--- src/rtl/simple2_pkg.sv ---
// simple2_pkg: shared FSM encoding, LFSR taps and default seed for the simple2 test driver.
package simple2_pkg;
  typedef logic [2:0] state_t;
  localparam state_t S_IDLE  = 3'd0;
  localparam state_t S_FLUSH = 3'd1;
  localparam state_t S_RUN   = 3'd2;
  localparam state_t S_TAIL  = 3'd3;
  localparam state_t S_DONE  = 3'd4;
  // x^16+x^14+x^13+x^11 seen from a right-shifting register: feedback from bits 0,2,3,5
  localparam logic [15:0] LFSR_TAPS    = 16'h002D;
  localparam logic [15:0] DEFAULT_SEED = 16'hACE1;
endpackage

--- src/rtl/simple2_lfsr16.sv ---
// simple2_lfsr16: 16-bit Fibonacci LFSR shifting toward bit 0, with seed load and advance.
module simple2_lfsr16 import simple2_pkg::*; #(
  parameter logic [15:0] SEED = DEFAULT_SEED
) (
  input  logic        clk,
  input  logic        load_i,
  input  logic        adv_i,
  output logic [15:0] state_o
);
  logic [15:0] lfsr_q, lfsr_d;
  always_comb lfsr_d = load_i ? SEED : adv_i ? {^(lfsr_q & LFSR_TAPS), lfsr_q[15:1]} : lfsr_q;
  always_ff @(posedge clk) lfsr_q <= lfsr_d;
  assign state_o = lfsr_q;
endmodule

--- src/rtl/simple2_test_driver.sv ---
// simple2_test_driver: drives LFSR vectors into a one-flop DUT and checks it against an inline model.
module simple2_test_driver import simple2_pkg::*; #(
  parameter int          NUM_VECTORS = 256,
  parameter logic [15:0] LFSR_SEED   = 16'hACE1,
  parameter int          ERR_W       = 16
) (
  input  logic             tau2015_clk,
  input  logic             rst,
  input  logic             start,
  output logic             inp1,
  output logic             inp2,
  input  logic             dut_out,
  output logic             busy,
  output logic             done,
  output logic             pass,
  output logic [ERR_W-1:0] err_count,
  output logic [15:0]      vec_count
);
  localparam logic [15:0] SEED = (LFSR_SEED == 16'd0) ? DEFAULT_SEED : LFSR_SEED;
  localparam logic [15:0] LAST = 16'(NUM_VECTORS - 1);
  state_t           state_q, state_d;
  logic [1:0]       inp_q, inp_d;
  logic             busy_q, done_q, pass_q, model_q, model_d, go, miss;
  logic [ERR_W-1:0] err_q, err_d;
  logic [15:0]      vec_q, vec_d, lfsr;
  simple2_lfsr16 #(.SEED(SEED)) u_lfsr (
    .clk    (tau2015_clk),
    .load_i (rst || go),
    .adv_i  (state_q == S_RUN),
    .state_o(lfsr)
  );
  // inp_q holds what the DUT sees this cycle; the next RUN vector is lfsr_next[1:0] == lfsr[2:1]
  always_comb begin
    go      = start && (state_q == S_IDLE || state_q == S_DONE);
    miss    = (state_q == S_RUN || state_q == S_TAIL) && (dut_out == model_q);
    state_d = go ? S_FLUSH :
              state_q == S_FLUSH ? S_RUN :
              state_q == S_RUN ? (vec_q == LAST ? S_TAIL : S_RUN) :
              state_q == S_TAIL ? S_DONE : state_q;
    model_d = state_q == S_RUN ? (inp_q[0] & inp_q[1] & ~model_q) :
              state_q == S_FLUSH ? 1'b0 : model_q;
    err_d   = go ? '0 : (miss && err_q != '1) ? err_q + 1'b1 : err_q;
    vec_d   = go ? '0 : state_q == S_RUN ? vec_q + 16'd1 : vec_q;
    inp_d   = state_d != S_RUN ? 2'b00 : state_q == S_FLUSH ? lfsr[1:0] : lfsr[2:1];
  end
  always_ff @(posedge tau2015_clk) begin
    if (rst) begin
      state_q <= S_IDLE;
      inp_q   <= '0;
      busy_q  <= 1'b0;
      done_q  <= 1'b0;
      pass_q  <= 1'b0;
      model_q <= 1'b0;
      err_q   <= '0;
      vec_q   <= '0;
    end else begin
      state_q <= state_d;
      inp_q   <= inp_d;
      busy_q  <= state_d inside {S_FLUSH, S_RUN, S_TAIL};
      done_q  <= state_d == S_DONE;
      pass_q  <= state_d == S_DONE && err_d == '0;
      model_q <= model_d;
      err_q   <= err_d;
      vec_q   <= vec_d;
    end
  end
  assign inp1      = inp_q[0];
  assign inp2      = inp_q[1];
  assign busy      = busy_q;
  assign done      = done_q;
  assign pass      = pass_q;
  assign err_count = err_q;
  assign vec_count = vec_q;
endmodule

--- config.mk ---
export PLATFORM = sky130hd
export DESIGN_NAME = simple2_test_driver
export DESIGN_NICKNAME = d
export VERILOG_FILES = /design/src/rtl/simple2_pkg.sv /design/src/rtl/simple2_lfsr16.sv /design/src/rtl/simple2_test_driver.sv
export SDC_FILE = /design/constraint.sdc
export NUM_CORES = 1
export LEC_CHECK = 0
export ABC_AREA = 1
export BUFFER_PORTS_ARGS = -buffer_cell sky130_fd_sc_hd__buf_2
export CAP_MARGIN = 20
export CELL_PAD_IN_SITES_DETAIL_PLACEMENT = 2
export CELL_PAD_IN_SITES_GLOBAL_PLACEMENT = 2
export CORE_AREA = 2 2 100 102
export DETAILED_ROUTE_END_ITERATION = 12
export DIE_AREA = 0 0 102 104
export PLACE_DENSITY_LB_ADDON = 0.2
export SLEW_MARGIN = 20
export SYNTH_ARGS = -nofsm -noshare
export SYNTH_HDL_FRONTEND = slang
export SYNTH_SLANG_ARGS = --single-unit
--- constraint.sdc ---
create_clock -name tau2015_clk -period 2.25 [get_ports tau2015_clk]
set_input_delay 0.45 -clock tau2015_clk [delete_from_list [all_inputs] [get_ports tau2015_clk]]
set_output_delay 0.45 -clock tau2015_clk [all_outputs]
set_load 0.1 [all_outputs]
======== After elaboration in Yosys (flattened, before gate mapping) ========
Index checks and enable logic that the tools add are counted.
operators by class
  add/subtract/negate cells ............... 2
  equality and inequality tests ........... 12
  muxes and demuxes ....................... 10
  bitwise logic cells ..................... 3
  reduce and logical (&&, ||, !) cells .... 14
operator list
  cell                                                                     count
  16-bit by 1-bit adder with 16-bit output, second input constant          2
  16-bit 2-to-1 mux                                                        2
  16-bit by 8-bit == test with 1-bit output, second input constant         1
  16-bit logical NOT                                                       1
  16-bit inequality test, second input constant                            1
  16-bit XOR reduction                                                     1
  3-bit by 2-bit == test with 1-bit output, second input constant          4
  3-bit 2-to-1 mux                                                         4
  3-bit by 1-bit == test with 1-bit output, second input constant          2
  3-bit == test, second input constant                                     2
  1-bit logical AND                                                        4
  2-bit OR reduction                                                       2
  3-bit logical NOT                                                        1
  1-bit logical OR                                                         3
  1-bit 2-to-1 mux                                                         3
  3-bit by 2-bit inequality test with 1-bit output, second input constant  1
  3-bit nonzero test                                                       1
  1-bit bitwise AND                                                        2
  2-bit 2-to-1 mux                                                         1
  2-bit nonzero test                                                       1
  1-bit == test                                                            1
  1-bit inverter                                                           1
word-level totals
  register bits ........................... 57
  input port bits ......................... 4
  output and inout bits ................... 37

======== Logic depth before layout (Yosys ltp) ========
Gate-level depths: netlist of run 1.
  depth in word-level cells ............... 8
  depth in mapped cells ................... 16

======== Cells and area by module ========
A second synthesis of run 1 with hierarchy kept.
second synthesis, totals
  cell total of the unflattened synthesis .. 436
  area total of the unflattened synthesis .. 2,944.1 µm²
by module, submodules not included
  module               instances  cells each  area an instance (µm²)  seq. area each (µm²)
  simple2_test_driver  1          354         2,327.2                 820.8
  simple2_lfsr16       1          82          616.8                   320.3

======== Worst setup path before layout of run 1 ========
Ideal clock, no wire load.
  path type ............................... flip-flop to flip-flop
  start ................................... reg err_q[0], in the netlist err_count[0]
  end ..................................... reg pass_q, in the netlist pass
  data arrival time ....................... 2.459 ns
  required time ........................... 2.194 ns
  slack ................................... -0.265 ns
  cell stages (with the launch flop) ...... 17
  path buffers ............................ 1
  clock period less this slack ............ 2.515 ns
  path through ............................ dfxtp_1 ha_1 nand2_2 nor2_4 nand2_2 inv_2 nand2_4 buf_6 nand3_2 nand2_1 nand2_2 nand2_1 nor2_1 nand2_1 nor2_1 nand2_1 inv_1
between the ends
  cells in the longest elaborated chain, start to end .. 6
ends and longest elaborated chain
  element                                                                           RTL line                   RTL
  start, declared                                                                   simple2_test_driver.sv:24  logic [ERR_W-1:0] err_q, err_d;
  start signal, assigned                                                            simple2_test_driver.sv:63  err_q <= err_d;
  branches (longest 2 deep; another with 16-bit by 1-bit adder with 16-bit output)  -
  16-bit 2-to-1 mux * (2 in a row)                                                  simple2_test_driver.sv:42  err_d = go ? '0 : (miss && err_q != '1) ? err_q + 1'b1 : err_q;
  16-bit logical NOT *                                                              simple2_test_driver.sv:61  pass_q <= state_d == S_DONE && err_d == '0;
  1-bit logical AND *                                                               simple2_test_driver.sv:61
  end signal, assigned                                                              simple2_test_driver.sv:52  pass_q <= 1'b0;
  end signal, assigned                                                              simple2_test_driver.sv:61
  end, declared                                                                     simple2_test_driver.sv:23  logic busy_q, done_q, pass_q, model_q, model_d, go, miss;
Mark *: on every way between the ends.
A chain may end at the register's enable or synchronous reset.

======== Worst setup path in the final report of run 1 ========
Same ends and word-level chain as after synthesis.

==> metrics.md, run 1 <==
| Metric | Value |
|---|---|
| Fmax | `520 MHz` |
| CP Data Required Time | `2490 ps` |
| R2r startpoint | `err_count[0]` |
| Hold endpoint | `u_lfsr.state_o[12]` |
| RSZ-0062 raised after global routing | `false` |
| ANT nets after route | `0` |
| R2R Path End | `pass` |
| Clk_skew | `10.9 ps` |
| Synth top area share | `0.398` |
| R2R cell count | `14` |
| Total track usage | `0.180` |
| Final setup viols | `0` |
| Final core utilization | `0.361` |
| TritonCTS Sinks | `57` |
| First-pass GRT wire length | `15.1 mm` |
| MaxCap Viol Count | `0` |
| WL met3 | `235 microns` |
| Syn_area_per_cell | `6.87 sq um` |
| Slowest cell on crit path | `dfxtp_2` |
| Share of cells above drive strength 1 | `0.207` |
| Final min period | `1920 ps` |
| Fillcell total | `1181` |
| Normalized max-slew margin | `0.673` |
| Area grow syn2layout | `20.4%` |
| Dpl cells | `587` |
| I/O Pins | `41` |
| Power per cell area | `660 mW/mm^2` |
| Most frequent cells after synthesis | `102 x nand2_1, 57 x dfxtp_1, 54 x nor2_1` |
| Initial DRC Count | `41` |
| Fin Setup TNS | `0 ps` |
| Die width | `102 microns` |
| Mapped Cells | `417` |
| CP Capture Type | `flop` |
| Leak Pwr | `1.53 nW` |
| Clk_lat worst skew | `330 ps` |
| CP most frequent cell | `nand2_1` |
| Worst-margin pin slew | `494 ps` |
| Post-Route WL | `8.98 mm` |
| Sequential area share after synthesis | `0.398` |
| Post-CTS Hold Buffers | `0` |
| DR vias/cell | `4.71` |
| Data arrival, critical path | `2160 ps` |
| Non-Filler Instances | `602` |
| Worst Hold Launch | `u_lfsr.state_o[12]` |
| Post-CTS setup buffer count | `0` |
| Routed WL per cell | `14.9 microns` |
| Clock slew seen by the registers of the worst setup and hold paths | `70 ps` |
| Die Y | `104 microns` |
| M1 WL | `3.98 mm` |
| Worst reg-to-reg setup slack | `330 ps` |
| WHS Path Cells | `2` |
| Final Max Tran Viols | `0` |
| Pin count of the biggest net entering global routing | `16` |
| Clock root buffer | `clkbuf_8` |
| 1st-pass router iterations | `4` |
| Ranking of synthesized cells by area | `dfxtp_1 40%, nand2_1 13%, nor2_1 7.1%` |
| CP Class | `flop to flop` |
| Crit-path cells | `ha_1, nand2_2, nor2_4, nand2_2, o21ai_2, nand2_1, nand2_1, nand2_2, nand2_1, nor2_1, nand2_1, nor2_1, nand2_1, inv_1` |
| Antenna violations before repair | `0` |
| Most numerous cell in the Yosys netlist | `nand2_1` |
| Status | `finished clean` |
| Critical Path Source Type | `flop` |
| Syn_nets | `423` |
| Top routing layer used | `met4` |
| Yosys top cell by area | `dfxtp_1` |
| Worst IR drop on VDD | `285 uV` |
| Die area | `0.0106 sq mm` |
| Multi-input logic area | `0.00146 sq mm` |
| Diodes inserted | `0` |
| Vias in the first global route | `2996` |
| Ys async rst share | `0` |
| FF/Latch Area | `0.00115 sq mm` |
| Ys flop type | `dfxtp_1` |
| Post-CTS sizing | `0` |
| Bufs on Longest Clock Path | `2` |
| Vias after detailed routing | `2834` |
| Crit path setup slack, layout | `326 ps` |
| Post-place setup slack | `315 ps` |
| Core box area | `0.00955 sq mm` |
| Met2 WL | `4.68 mm` |
| Worst hold slack | `460 ps` |
| Row Count | `36` |
| Register bit total from synthesis | `57` |
| DRC viols | `0` |
| Final period utilization | `0.855` |
| I/O Buffers | `40` |
| Worst Path Max Fanout | `8` |
| GRT overflow | `0` |
| Layout net count | `471` |
| Post-detail-place hpwl | `6.82 mm` |
| CTS buffer count | `9` |
| Post-synth EDFFs | `0` |
| Initial Util | `0.300` |
| Htree depth | `3` |
| Final count of hold timing violations | `0` |
| Placer Congestion | `0.831` |
| Cell variety after synth | `37` |
| Yosys warnings | `0` |
| Max incr delay on CP | `400 ps` |
| Min-delay worst type | `flop to flop` |
| Mapped cell area | `0.00286 sq mm` |
| TritonCTS clock tree | `done` |
## cell families (layout without fill, tap and decap cells)
family                     Yosys count  after routing  share of synthesized area
and+or+nand+nor                    240            240                      0.393
buffers and inverters               66            118                     0.0922
DFF                                 57             57                      0.398
AOI/OAI and AO/OA                   45             45                     0.0861
xor gates and xnor gates             7              7                     0.0214
adders and majority gates            2              2                    0.00874
## flip-flops by register name (all words and copies together) (netlist names)
register / cells
busy: 1
model_q: 1
inp_q: 2
vec_count: 16
state_q: 3
u_lfsr.state_o: 16
done: 1
pass: 1
err_count: 16
## report_power, final
group	total (mW)	switching [mW]	leakage (nW)	internal, mW
Combinational	0.194	0.143	0.951	0.0511
Sequential	1.05	0.0160	0.463	1.03
Clock	1.04	0.412	0.112	0.625
Total	2.28	0.571	1.53	1.71
## per-stage QoR
stage / total power, mW / cell area (sq um)
final: 2.28 / 3450
after global routing: 2.39 / 3450
after CTS: 2.32 / 3450
after detailed placement: 1.27 / 3230
after global placement: 1.26 / 3230
after floorplan: 1.21 / 2870
## per-layer routing
layer | global-route usage | vias up
met5 | 0 | -
met4 | 0.0438 | 0
met3 | 0.0403 | 8
met2 | 0.323 | 30
met1 | 0.215 | 1370
li1 | - | 1426
## worst max-delay path: cells and delay by family, from the launching register on
kind | cells | cell delay (ps)
buf+inv | 1 | 40
fa+ha+maj | 1 | 250
flops | 1 | 400
simple gates | 11 | 860
compound gates | 1 | 290
## worst max path at each step
stage                     endpoint  cells past startpoint           from  slack, ps
after floorplan               pass                     10  err_count[12]        -20
after detailed placement      pass                     13   err_count[0]        310
final                         pass                     14   err_count[0]        330
after CTS                     pass                     14   err_count[0]        280
after global placement        pass                     14        dut_out        350
after global routing          pass                     15   err_count[0]         90
## layout make-up
class,count,share of cell area
inverters,57,0.0628
flip-flops and latches,57,0.333
clock buffers,13,0.0519
multi-input cells,294,0.423
well taps,133,0.0483
clock inverters,2,0.0102
repair buffers,46,0.0711
## cell usage in the layout, fill, tap and decap left out, drive strengths merged, types with 2 or more instances in the layout
cell	instances
o21ai	14
nand4	13
buf	46
clkbuf	13
a21oi	24
nand3b	2
ha	2
nand3	34
nand2	110
nor3b	2
inv	54
xor2	4
xnor2	3
clkinv	4
nor2	64
dfxtp	57
nor3	14
Power figures use the tool's default switching activity.
==> inputs of run 2 (changes only) <==
Settings changed: CORE_AREA 2 2 100 102 to 3 3 101 103, DIE_AREA 0 0 102 104 to 0 0 104 106.
==> run 2 against run 1 <==
  * Wire length is 1.1% higher
  * Core utilization increased by 1.0 points
  * Sequential power barely moved
  * Sequential cell count is the same
  * Clock skew grew 2.0 ps
  * Setup slack got worse by 60 ps
  * Critical endpoint unchanged
  * Die area is 3.9% higher
  * Cell count decreased by 0.83%
==> metrics.md, run 2 (synthesized netlist as in run 1, its figures left out) <==
| Metric | Value |
|---|---|
| Status | `finished clean` |
| Power per cell area | `683 mW/mm^2` |
| Final count of hold timing violations | `0` |
| Worst IR drop on VDD | `292 uV` |
| Post-CTS sizing | `0` |
| I/O Pins | `41` |
| Final period utilization | `0.882` |
| Commonest cells after routing, fill and taps aside | `102 x nand2_1, 54 x nor2_1, 52 x dfxtp_1` |
| Clock root buffer | `clkbuf_8` |
| DRC viols | `0` |
| TritonCTS Sinks | `57` |
| Core box area | `0.00928 sq mm` |
| Leak Pwr | `1.52 nW` |
| RSZ-0062 raised after global routing | `false` |
| Area grow syn2layout | `20.4%` |
| Final setup viols | `0` |
| Initial Util | `0.308` |
| Worst Path Max Fanout | `8` |
| Post-CTS setup buffer count | `0` |
| Vias after detailed routing | `2887` |
| Pin count of the biggest net entering global routing | `20` |
| Total track usage | `0.172` |
| Post-detail-place hpwl | `6.92 mm` |
| Initial DRC Count | `72` |
| Data arrival, critical path | `2280 ps` |
| Die width | `104 microns` |
| I/O Buffers | `40` |
| Final instance area | `0.00345 sq mm` |
| CP Class | `flop to flop` |
| Worst-margin pin slew | `490 ps` |
| Clock slew seen by the registers of the worst setup and hold paths | `70 ps` |
| Min-delay worst type | `flop to flop` |
| GRT overflow | `0` |
| Bufs on Longest Clock Path | `2` |
| Htree depth | `3` |
| Row Count | `35` |
| MaxCap Viol Count | `0` |
| Clk_lat worst skew | `350 ps` |
| CP Data Required Time | `2540 ps` |
| Diodes inserted | `0` |
| Antenna violations before repair | `0` |
| Pwr Total | `2.36 mW` |
| CTS buffer count | `9` |
| Die Y | `106 microns` |
| 1st-pass router iterations | `4` |
| CP Capture Type | `flop` |
| Worst hold slack | `460 ps` |
| DR vias/cell | `4.84` |
| Commonest non-fill, non-tap cell in the layout | `nand2_1` |
| Fmax | `504 MHz` |
| Placer Congestion | `0.764` |
| Dpl cells | `582` |
| Normalized max-slew margin | `0.671` |
| Critical Path Source Type | `flop` |
| Final min period | `1980 ps` |
| Non-Filler Instances | `597` |
| Post-CTS Hold Buffers | `0` |
| Layout net count | `470` |
| TritonCTS clock tree | `done` |
| Placed Area | `0.00322 sq mm` |
| Post-Route WL | `9.08 mm` |
| Share of cells above drive strength 1 | `0.205` |
| Die area | `0.0110 sq mm` |
| Routed WL per cell | `15.2 microns` |
| First-pass GRT wire length | `15.3 mm` |
| Clk_skew | `12.8 ps` |
| ANT nets after route | `0` |
| Worst reg-to-reg setup slack | `270 ps` |
| Final Max Tran Viols | `0` |
| Vias in the first global route | `3083` |
[run 2: cell type report]
cell class                 instances  area [sq um]
clock inverter                     4          76.3
sequential                        57          1150
multi-input combinational        294          1460
clock buffer                      11           151
fill                            1182          5830
timing repair buffer              45           238
tap                              129           161
inverter                          57           216
[run 2: path summary, 6_finish.rpt]
check / start / endpoint / cells after the start
max: err_count[0] / pass / 11
min: u_lfsr.state_o[10] / u_lfsr.state_o[9] / 2
max reg2reg: err_count[0] / pass / 11
min reg2reg: u_lfsr.state_o[10] / u_lfsr.state_o[9] / 2
[run 2: where the power goes]
part | switching [mW] | internal (mW)
logic | 0.140 | 0.0495
registers | 0.0163 | 1.03
clock network | 0.440 | 0.680
total | 0.597 | 1.76
[run 2: through the flow]
stage	util	setup WS (ps)	TNS, ps
final	0.372	266	0
after global routing	0.372	8.04	0
after CTS	0.372	230	0
after global placement	0.347	298	0
after floorplan	-	-20.6	-20.6
after detailed placement	0.347	247	0
[run 2: layer usage]
layer	track usage	up-vias	part of all wire
met5	0	-	0
met4	0.0731	0	0.018
met3	0.0298	13	0.024
met2	0.312	34	0.52
met1	0.200	1414	0.44
li1	-	1426	-
[run 2: worst max-delay path: stages, from the launching register on]
cell     delay, ps
dfxtp_2        400
ha_1           250
nand2_2         90
nor2_4         120
nand4_1        340
a21oi_1        300
nor2_1          90
nor2_1          90
nand2_1         60
nor2_1         100
nand2_1         60
inv_1           40
